<file path="src/rtl/an_encoder_n29_tile4x4.sv">
// AN (A=29) encoder: packs 16 serial codewords into a row-major 4x4 tile on a valid/ready bus.
// Optional fault injection on the presented tile when AN_ERR_INJ_EN is defined.
module an_encoder_n29_tile4x4 #(
  parameter int MSG_W   = 10,
  parameter int CW_W    = 14,
  parameter int MAX_MSG = 564
) (
  input  logic               clk,
  input  logic               rst,
  input  logic               msg_valid,
  output logic               msg_ready,
  input  logic [MSG_W-1:0]   msg_data,
  output logic               tile_valid,
  input  logic               tile_ready,
  output logic [16*CW_W-1:0] cw_bus,
  output logic               tile_range_err
`ifdef AN_ERR_INJ_EN
  ,
  input  logic               inj_en,
  input  logic [3:0]         inj_slot,
  input  logic [3:0]         inj_bit
`endif
);

  typedef enum logic {FILL = 1'b0, HOLD = 1'b1} state_t;

  state_t          state_reg;
  logic [3:0]      cnt_reg;
  logic            range_err_reg;
  logic [CW_W-1:0] slot_reg [16];

  // Product kept one bit wider than a codeword so overflow is visible, never dropped.
  logic [CW_W:0]   msg_ext;
  logic [CW_W:0]   product;
  logic            over;
  logic [CW_W-1:0] codeword;

  assign msg_ext  = {{(CW_W+1-MSG_W){1'b0}}, msg_data};
  assign product  = (msg_ext << 4) + (msg_ext << 3) + (msg_ext << 2) + msg_ext;
  assign over     = product[CW_W] | (msg_data > MSG_W'(MAX_MSG));
  assign codeword = over ? '0 : product[CW_W-1:0];

  assign msg_ready      = (state_reg == FILL);
  assign tile_valid     = (state_reg == HOLD);
  assign tile_range_err = range_err_reg;

`ifdef AN_ERR_INJ_EN
  logic       inj_en_reg;
  logic [3:0] inj_slot_reg;
  logic [3:0] inj_bit_reg;
`endif

  always_ff @(posedge clk or posedge rst) begin
    if (rst) begin
      state_reg     <= FILL;
      cnt_reg       <= '0;
      range_err_reg <= 1'b0;
      for (int i = 0; i < 16; i++) slot_reg[i] <= '0;
`ifdef AN_ERR_INJ_EN
      inj_en_reg    <= 1'b0;
      inj_slot_reg  <= '0;
      inj_bit_reg   <= '0;
`endif
    end else begin
      case (state_reg)
        FILL: begin
          if (msg_valid) begin
            slot_reg[cnt_reg] <= codeword;
            cnt_reg           <= cnt_reg + 4'd1;
            // The first accept of a tile starts a fresh error flag.
            range_err_reg     <= (cnt_reg == 4'd0) ? over : (range_err_reg | over);
            if (cnt_reg == 4'd15) begin
              state_reg <= HOLD;
`ifdef AN_ERR_INJ_EN
              inj_en_reg   <= inj_en;
              inj_slot_reg <= inj_slot;
              inj_bit_reg  <= inj_bit;
`endif
            end
          end
        end
        HOLD: begin
          if (tile_ready) state_reg <= FILL;
        end
        default: state_reg <= FILL;
      endcase
    end
  end

  generate
    for (genvar gi = 0; gi < 16; gi++) begin : g_slot
      logic [CW_W-1:0] flip;
`ifdef AN_ERR_INJ_EN
      // Flip only while the tile is presented; the stored slot stays intact.
      assign flip = (tile_valid && inj_en_reg && inj_slot_reg == 4'(gi) && inj_bit_reg < 4'(CW_W))
                    ? (CW_W'(1) << inj_bit_reg) : '0;
`else
      assign flip = '0;
`endif
      assign cw_bus[CW_W*gi +: CW_W] = slot_reg[gi] ^ flip;
    end
  endgenerate

endmodule

</file>
<file path="config.mk">
export PLATFORM = sky130hd
export DESIGN_NAME = an_encoder_n29_tile4x4
export DESIGN_NICKNAME = d
export VERILOG_FILES = /design/src/rtl/an_encoder_n29_tile4x4.sv
export SDC_FILE = /design/constraint.sdc
export NUM_CORES = 1
export LEC_CHECK = 0
export ABC_AREA = 1
export ABC_CLOCK_PERIOD_IN_PS = 10800
export CAP_MARGIN = 40
export CORE_ASPECT_RATIO = 2
export CORE_MARGIN = 4
export CORE_UTILIZATION = 56
export CTS_CLUSTER_DIAMETER = 120
export DETAILED_ROUTE_END_ITERATION = 10
export DONT_BUFFER_PORTS = 1
export GPL_TIMING_DRIVEN = 0
export PLACE_DENSITY = 0.72
export SKIP_LAST_GASP = 1
export SLEW_MARGIN = 20
export SYNTH_ARGS = -nofsm -noshare
export SYNTH_HDL_FRONTEND = slang
export SYNTH_SLANG_ARGS = --single-unit
</file>
<file path="constraint.sdc">
create_clock -name clk -period 10.8 [get_ports clk]
set_input_delay 2.16 -clock clk [delete_from_list [all_inputs] [get_ports clk]]
set_output_delay 2.16 -clock clk [all_outputs]
set_load 0.03 [all_outputs]
</file>
==> flow_summary.json <==
{
  "skew_ns": 0.0248,
  "synth.distinct_cells": 23,
  "drv_slew": 0,
  "grt_max_degree": 106,
  "antenna_found_initial": 0,
  "arrival_ns": 7.04,
  "cts_hold_buffers": 0,
  "place_inst": 1491,
  "drc": 0,
  "htreeDepth": 1,
  "critPathLaunchType": "primary input",
  "vias": 9072,
  "fin_crit_ns": 6.62,
  "syn_area_mm2": 0.0109,
  "routedWlPerCell_um": 22.4,
  "setup_viol": 0,
  "ant_nets": 0,
  "start_util_pct": 57.4,
  "endpoint_kind": "register",
  "synth_area_leaders": "dfrtp_1, nand2_1, nand4_1",
  "ios": 241,
  "ys_warn_count": 0,
  "cp_max_fo": 10,
  "cts.sinks": 230,
  "cts_buffer_depth": 3,
  "synth_top_cell_by_area": "dfrtp_1",
  "die_w_um": 106,
  "status": "complete, no violations",
  "synthesis.nets": 1291,
  "worst_pin_slew_ns": 0.905,
  "tritoncts": "yes",
  "peakVddDrop_mv": 0.143,
  "p_total_mw": 3.82,
  "dieArea_mm2": 0.0218,
  "tns_ns": 0,
  "largest_register_ffs": 224,
  "syn2layout_area_growth_pct": 10.4,
  "postCtsSetupBuffers": 0,
  "clk_latency_ns": 0.50,
  "path_clk_slew_ns": 0.07,
  "portBuffers": 0,
  "syn_area_per_cell_um2": 8.81,
  "p_leak_nw": 6.49,
  "first_pass_iters": 5,
  "hpwl_mm": 24.8,
  "drive_gt1_share_pct": 7.84,
  "max_stage_delay_ns": 0.70,
  "fin_ws_ns": 4.18,
  "rows": 71,
  "rsz0062_at_grt": "false",
  "cts-resized-gates": 0,
  "place.gp.congestion": 0.891,
  "chipHeight_um": 205,
  "synth_seq_cells": 230,
  "worstHoldPathType": "reg -> reg",
  "maxCapViolations": 0,
  "core_area_mm2": 0.0189,
  "critical_path.most_common_cell": "clkbuf_1",
  "nets": 1321,
  "hold_viol": 0,
  "pre_cts_slack_ns": 3.56,
  "final_core_utilization_pct": 63.3,
  "fin_crit_sh_pct": 61.3,
  "finalNonFillerCells": 1530,
  "grt_usage_pct": 31.2,
  "power_density_mw_per_mm2": 319,
  "max_clock_freq_mhz": 151,
  "path_cells": "clkbuf_1, clkbuf_1, inv_1, fa_1, fa_1, inv_1, ha_1, fa_1, clkbuf_1, clkbuf_1, nand4_1, nand2_1",
  "cts-root-buf": "clkbuf_16",
  "diodes": 0,
  "wl_mm": 34.2,
  "drt_iter0_markers": 657,
  "synth_cells": 1232,
  "slew_headroom_pct": 39.7,
  "cts_buffers": 20,
  "required_ns": 11.22,
  "via_per_inst": 5.93,
  "grt_pass1_vias": 9127,
  "worst_path_max_delay_cell": "clkbuf_1",
  "crit_type": "in -> reg",
  "synth_seq_area_share_pct": 53.0,
  "yosys.area.top_type_share_pct": 53.0,
  "grt_remaining_overflow": 0,
  "grt_pass1_wl_mm": 52.3
}
routing by layer:
layer	global-route usage, %	share of wire [%]	vias to the layer above
met3	5.68	7.4	103
met1	34.9	34	4460
met4	16.3	5.7	0
met5	0	0	-
met2	55.9	53	378
li1	-	-	4131
report_power, final:
part	internal, mW	switching (mW)	leakage [nW]
registers	1.17	0.916	3.08
logic	0.293	0.678	3.08
clock network	0.442	0.325	0.331
stage by stage:
| stage | cell area [um2] | hold WS [ns] |
|---|---|---|
| global route | 12000 | 0.654 |
| floorplan | 10900 | 0.566 |
| detailed placement | 11200 | 0.599 |
| CTS | 11900 | 0.611 |
| global placement | 11200 | 0.597 |
| finish | 12000 | 0.610 |
synth_stat cells, drive strengths merged:
| cell | count |
|---|---|
| xor2 | 7 |
| o21ai | 4 |
| ha | 28 |
| nand4 | 227 |
| nor2 | 29 |
| xnor2 | 1 |
| buf | 56 |
| a21oi | 4 |
| fa | 17 |
| dfrtp | 230 |
| nand2 | 504 |
| nand3 | 11 |
| inv | 68 |
| or2 | 1 |
| nand3b | 1 |
| clkbuf | 44 |
layout make-up:
cell class              instances  area (um2)
inverters                      68         263
fillers                      1643        6940
multi-input cells             834        4310
plain buffers                 100         533
repair buffers                  8         108
clock buffers                  26         564
well taps                     255         319
flip-flops and latches        230        5760
clock inverters                 9         128
critical path, delay by kind of cell:
family        cells  cell delay [ns]
buf+inv           6             2.69
fa+ha+maj         4             1.81
simple gates      2             0.35
cell usage in the layout, fill, tap and decap left out:
cell type,count
inv_1,67
fa_1,17
buf_2,36
buf_4,8
nand3b_1,1
clkbuf_16,21
o21ai_2,1
nand3_1,10
clkbuf_8,2
xor2_2,1
nand3_2,1
xnor2_1,1
inv_8,1
o21ai_0,3
nand2_1,503
dfrtp_1,230
nand2_2,1
buf_1,2
buf_16,2
clkbuf_1,47
or2_2,1
a21oi_1,4
nor2_1,29
bufinv_16,3
nand4_1,227
clkinv_2,3
xor2_1,6
clkbuf_4,2
clkinvlp_4,3
buf_6,14
ha_1,28
logic make-up after synthesis:
| logic type | synth area share [%] |
|---|---|
| adder cells (fa/ha/maj) | 6.36 |
| XOR/XNOR | 0.715 |
| flip-flops | 53.0 |
| AND/OR/NAND/NOR | 32.2 |
| AO/OA/AOI/OAI | 0.403 |
| buffers and inverters | 7.26 |
path summary, 6_finish.rpt:
check                                       start                       to  slack, ns  cells past startpoint
min in group asynchronous                     rst   cw_bus[35]$_DFFE_PP0P_       1.47                      1
max in group asynchronous                     rst  cw_bus[163]$_DFFE_PP0P_       8.53                      2
min                        cnt_reg[3]$_DFFE_PP0P_   cnt_reg[3]$_DFFE_PP0P_       0.61                      2
max                                   msg_data[1]   cw_bus[75]$_DFFE_PP0P_       4.18                     12
min reg2reg                cnt_reg[3]$_DFFE_PP0P_   cnt_reg[3]$_DFFE_PP0P_       0.61                      2
max reg2reg                  tile_valid$_DFF_PP0_   cw_bus[13]$_DFFE_PP0P_       8.04                      9
Note: power is estimated with default switching activity, not from simulation.
